==> src/rtl/lzc_seq_pkg.sv <==
// Shared types and helpers for the byte-serial leading-zero-count sequencer.
package lzc_seq_pkg;

   typedef enum logic [1:0] {IDLE, SCAN, DONE} lzc_seq_state_e;

   localparam int CHUNK_W = 8;

   function automatic int cnt_width(int w);
      return $clog2(w + 1);
   endfunction

endpackage

==> src/rtl/lzc_seq_ctrl_lzc_8.sv <==
// 8-bit leading-zero counter: cnt is the zero count, valid=0 for an all-zero byte.
module lzc_8 (
   input  logic [7:0] d,
   output logic [2:0] cnt,
   output logic       valid
);

   always_comb begin
      valid = (d != '0);
      cnt   = '0;
      casez (d)
         8'b1???????: cnt = 3'd0;
         8'b01??????: cnt = 3'd1;
         8'b001?????: cnt = 3'd2;
         8'b0001????: cnt = 3'd3;
         8'b00001???: cnt = 3'd4;
         8'b000001??: cnt = 3'd5;
         8'b0000001?: cnt = 3'd6;
         8'b00000001: cnt = 3'd7;
         default:     cnt = 3'd0;
      endcase
   end

endmodule

==> src/rtl/lzc_seq_ctrl.sv <==
// Multi-cycle leading-zero-count sequencer, one byte per cycle, MSB first.
// Define LZC_SEQ_NORM_EN to build the normalised-operand output out_norm.
module lzc_seq_ctrl
   import lzc_seq_pkg::*;
#(
   parameter int DATA_W = 64,
   localparam int NCHUNK = DATA_W / CHUNK_W,
   localparam int CNT_W  = cnt_width(DATA_W),
   localparam int IDX_W  = $clog2(NCHUNK)
) (
   input  logic              clk,
   input  logic              rst_n,
   input  logic              flush_i,
   input  logic              in_valid,
   output logic              in_ready,
   input  logic [DATA_W-1:0] in_data,
   output logic              out_valid,
   input  logic              out_ready,
   output logic [CNT_W-1:0]  out_cnt,
   output logic              out_zero
`ifdef LZC_SEQ_NORM_EN
   ,
   output logic [DATA_W-1:0] out_norm
`endif
);

   lzc_seq_state_e    state_q, state_d;
   logic [DATA_W-1:0] op_q, op_d;
   logic [IDX_W-1:0]  idx_q, idx_d;
   logic [CNT_W-1:0]  acc_q, acc_d;
   logic [CNT_W-1:0]  cnt_q, cnt_d;
   logic              zero_q, zero_d;

   logic [CHUNK_W-1:0] chunk;
   logic [2:0]         lz_cnt;
   logic               lz_valid;

   assign chunk = op_q[DATA_W-1-CHUNK_W*int'(idx_q) -: CHUNK_W];

   lzc_8 u_lzc_8 (
      .d     (chunk),
      .cnt   (lz_cnt),
      .valid (lz_valid)
   );

   always_comb begin
      state_d = state_q;
      op_d    = op_q;
      idx_d   = idx_q;
      acc_d   = acc_q;
      cnt_d   = cnt_q;
      zero_d  = zero_q;
      case (state_q)
         IDLE: begin
            if (in_valid && !flush_i) begin
               op_d    = in_data;
               idx_d   = '0;
               acc_d   = '0;
               state_d = SCAN;
            end
         end
         SCAN: begin
            if (flush_i) begin
               state_d = IDLE;
            end else if (lz_valid) begin
               cnt_d   = acc_q + CNT_W'(lz_cnt);
               zero_d  = 1'b0;
               state_d = DONE;
            end else if (idx_q == IDX_W'(NCHUNK - 1)) begin
               cnt_d   = CNT_W'(DATA_W);
               zero_d  = 1'b1;
               state_d = DONE;
            end else begin
               acc_d = acc_q + CNT_W'(CHUNK_W);
               idx_d = idx_q + 1'b1;
            end
         end
         DONE: begin
            if (flush_i || out_ready) state_d = IDLE;
         end
         default: state_d = IDLE;
      endcase
   end

   always_ff @(posedge clk) begin
      if (!rst_n) begin
         state_q <= IDLE;
         op_q    <= '0;
         idx_q   <= '0;
         acc_q   <= '0;
         cnt_q   <= '0;
         zero_q  <= 1'b0;
      end else begin
         state_q <= state_d;
         op_q    <= op_d;
         idx_q   <= idx_d;
         acc_q   <= acc_d;
         cnt_q   <= cnt_d;
         zero_q  <= zero_d;
      end
   end

`ifdef LZC_SEQ_NORM_EN
   logic [DATA_W-1:0] norm_q, norm_d;

   // Shift by the final count on the SCAN->DONE edge; a shift of DATA_W yields zero.
   always_comb begin
      norm_d = norm_q;
      if (state_q == SCAN && state_d == DONE) norm_d = op_q << cnt_d;
   end

   always_ff @(posedge clk) begin
      if (!rst_n) norm_q <= '0;
      else        norm_q <= norm_d;
   end

   assign out_norm = norm_q;
`endif

   assign in_ready  = (state_q == IDLE) && rst_n;
   assign out_valid = (state_q == DONE);
   assign out_cnt   = cnt_q;
   assign out_zero  = zero_q;

endmodule

==> config.mk <==
export PLATFORM = sky130hd
export DESIGN_NAME = lzc_seq_ctrl
export DESIGN_NICKNAME = d
export VERILOG_FILES = /design/src/rtl/lzc_seq_pkg.sv /design/src/rtl/lzc_seq_ctrl_lzc_8.sv /design/src/rtl/lzc_seq_ctrl.sv
export SDC_FILE = /design/constraint.sdc
export NUM_CORES = 1
export LEC_CHECK = 0
export BUFFER_PORTS_ARGS = -buffer_cell sky130_fd_sc_hd__buf_2
export CAP_MARGIN = 30
export CELL_PAD_IN_SITES_DETAIL_PLACEMENT = 1
export CELL_PAD_IN_SITES_GLOBAL_PLACEMENT = 1
export CORE_AREA = 2 2 107 109
export DETAILED_ROUTE_END_ITERATION = 7
export DIE_AREA = 0 0 109 111
export PLACE_DENSITY_LB_ADDON = 0.25
export SLEW_MARGIN = 15
export SYNTH_ARGS = -nofsm -noshare
export SYNTH_HDL_FRONTEND = slang
export SYNTH_SLANG_ARGS = --single-unit
==> constraint.sdc <==
create_clock -name clk -period 2.1 [get_ports clk]
set_input_delay 0.42 -clock clk [delete_from_list [all_inputs] [get_ports clk]]
set_output_delay 0.42 -clock clk [all_outputs]
set_load 0.01 [all_outputs]
==> impl_results.md <==
- Crit-path max FO: 6
- Mapped Area: approximately 3900 um^2
- Num CTS Buffers: 9
- Buffer and inverter count on the worst path: 2
- Final Max Slew Viols: 0
- Arrival @ worst endpoint: 2.54 ns
- CTS clk-pin slew, worst paths: 0.07 ns
- Top Ports: between 70 and 80
- Max Cap Violations: 0
- RR Startpoint: idx_q[2]
- Yosys top cell area share: 41.08%
- Vias in the first global route: just under 4k
- Startpoint types: flop
- Mapped Cells: between 400 and 500
- Hold crit path type: in2reg
- Worst rel slew slack: 71.27%
- Unrepaired setup endpoints after global routing: yes
- Buffers on Ports: 78
- Met2 GRT Util: roughly 33%
- Mean Syn Cell Area: 8.657 um^2
- Crit path time final: about 2.3 ns
- Largest net degree at the start of global routing: 65
- Clk_lat worst skew: 0.34 ns
- Drt initial violations: 104
- Layout cell share with drive strength beyond 1: between 30% and 40%
- #FFs+latches synth: a little over 80
- Critical Path Source: idx_q[2]
- Bufs on Longest Clock Path: 2
- Failing checks: setup timing
- Setup CP Type: reg2reg
- CP endpoint kind: flop
- Width of the die: approximately 110 um
- Hold depth: 3
- Status: finished, violations left
- Top Family by Delay on Critical Path: simple AND/OR/NAND/NOR gates
- GR Util met1: about a quarter
- Slowest stage cell, crit path: dfxtp_4
- Grt total ovfl: 0
- Slowest stage delay, CP: 0.41 ns
- Fin area: about 5000 um^2
- Min-Delay Startpoint: in_data[22]
- Leak: approximately 2.0 nW
- Layout Cells excl Fill: ~700
- Max VDD drop: between 300 and 400 uV
- Post-synth top cells: nand2_1, dfxtp_1, a21boi_0
- Setup WS post-layout: -0.1917 ns
- Clk root buf: clkbuf_16
- Worst Skew: between 0.008 and 0.009 ns
- Routed Antenna Nets: 0
- Overall Power: 0.003755 W
- # fillers: roughly 1.3k
- CP required: around 2.4 ns
- Fin nets: approximately 630
- Reg2Reg Depth: 8
- Crit. path cell count: 8
- Global-route layer with the greatest usage: met2
- Antenna cells: 0
- Syn nets: roughly 530
- Fin crit share: 109.1%
- Placed inst area: between 4000 and 5000 um^2
- Row cnt: 39
- Grt met3 use: 3.057%
- Cells along the critical path: buf_6 > mux2_4 > or3_4 > o21ai_4 > o22ai_4 > nor4b_4 > buf_4 > mux2i_2
- Initial antenna violation count: 0
- Detailed-placement wirelength estimate: around 8 mm
- TritonCTS clock tree: yes
- Avg WL per Cell: about 16 um
- Top cells by area, synth: dfxtp_1, nand2_1, a21boi_0
- GP Congestion: about 0.8
- Area Overhead vs Synth: 30.43%
- Worst-Margin Slew: 0.4309 ns
- Chip height: 111 um
- Fmax: roughly 440 MHz
- Register area share after synthesis: between 40% and 50%
- Main flop type after synthesis: dfxtp_1
- GRT Resource Usage Total: roughly a fifth
- Hold Vio Cnt, Final: 0
- Ys async rst share: 0%
- Effective utilization at floorplan: between 30% and 40%
- H-tree levels: 3
- Via density: ~5
- Final setup violation count: 17
- Vias post-DR: about 3.5k
- Top-count cell post-synth: nand2_1
- Synth cell types: 50
- Syn. warnings: 0
- Post-synth EDFFs: 0
- Largest area contributor in the netlist: dfxtp_1
- Global-route wire length before repair: between 15 and 20 mm
- Clock sinks: 81
- Die area: between 10000 and 15000 um^2
- Core area: between 10000 and 15000 um^2
- DRC: 0
- Initial DRT Pass Iterations: 4
- PwrDens: between 700 and 800 nW/um^2
- Final wirelength: 11.08 mm
- Inst Count DP: about 680
## cell usage in the layout (no fill, tap or decap), types with 5 or more instances in the layout
master	Yosys	routed
a21boi_0	65	64
buf_2	2	78
buf_4	0	35
buf_6	5	6
clkbuf_16	0	9
dfxtp_1	81	78
mux2i_1	24	23
mux4_2	6	6
nand2_1	158	157
nor2_1	5	5
nor2b_1	6	6
## per-layer routing
| layer | routed length [um] | up-vias | share of wire, % |
|---|---|---|---|
| met3 | 375 | 15 | 3.4 |
| li1 | - | 1764 | - |
| met4 | 203 | 0 | 1.8 |
| met5 | 0 | - | 0 |
| met1 | 4860 | 1669 | 44 |
| met2 | 5635 | 72 | 51 |
## cell families after synthesis
| logic type | share of synthesized area (%) |
|---|---|
| muxes | 12.17 |
| adders and majority gates | 0.9510 |
| DFF | 41.08 |
| and+or+nand+nor | 22.25 |
| buffers and inverters | 4.342 |
| AOI/OAI and AO/OA | 19.21 |
## worst paths after layout
| kind | end | slack (ns) |
|---|---|---|
| hold / removal | op_q[22] | 0.32 |
| hold reg to reg | op_q[38] | 0.46 |
| setup reg to reg | idx_q[0] | -0.19 |
| setup / recovery | idx_q[0] | -0.19 |
## state kept, by name, summed over array words and instances, names as in the netlist
signal	count
idx_q	3
out_cnt	7
acc_q	4
op_q	64
state_q	2
out_zero	1
## power breakdown
| group | total (W) | leakage (nW) | internal (W) | switching [W] |
|---|---|---|---|---|
| combinational | 0.000528 | 1.22 | 0.000257 | 0.000271 |
| clock | 0.00157 | 0.143 | 0.000925 | 0.000648 |
| sequential | 0.00165 | 0.661 | 0.00161 | 0.0000473 |
## through the flow
stage | TNS (ns) | util, % | worst slack [ns] | hold WS [ns]
final | -1.604 | 46.48 | -0.1917 | 0.3214
after global routing | -3.069 | 46.48 | -0.2624 | 0.3323
after CTS | -1.711 | 45.94 | -0.1897 | 0.3184
after detailed placement | -4.206 | 42.16 | -0.3215 | 0.4607
after global placement | -2.710 | 42.16 | -0.2320 | 0.4511
after floorplan | -1.387 | - | -0.1917 | 0.4389
## final cells by class
cell class | instances | area [um^2] | area share [%]
Timing Repair Buffer | 121 | 760.7 | 14.78
Clock inverter | 6 | 68.82 | 1.337
Tap cell | 143 | 178.9 | 3.475
Sequential cell | 81 | 1628 | 31.62
Inverter | 3 | 11.26 | 0.2187
Clock buffer | 10 | 229.0 | 4.447
Multi-Input combinational cell | 340 | 2272 | 44.13
## repair_timing
action / in CTS / in global routing
setup endpoints to repair: 17 / 17
hold buffers: 0 / 0
resized for setup: 22 / 8
setup buffers: 5 / 2
pin swaps: 2 / 4
## worst reg2reg max path, stage by stage, from the launching register on
cell and delay (ns):
dfxtp_4 0.41, buf_6 0.15, mux2_4 0.32, or3_4 0.38
o21ai_4 0.09, o22ai_4 0.13, nor4b_4 0.31, buf_4 0.18
mux2i_2 0.23
Power figures use the tool's default switching activity.
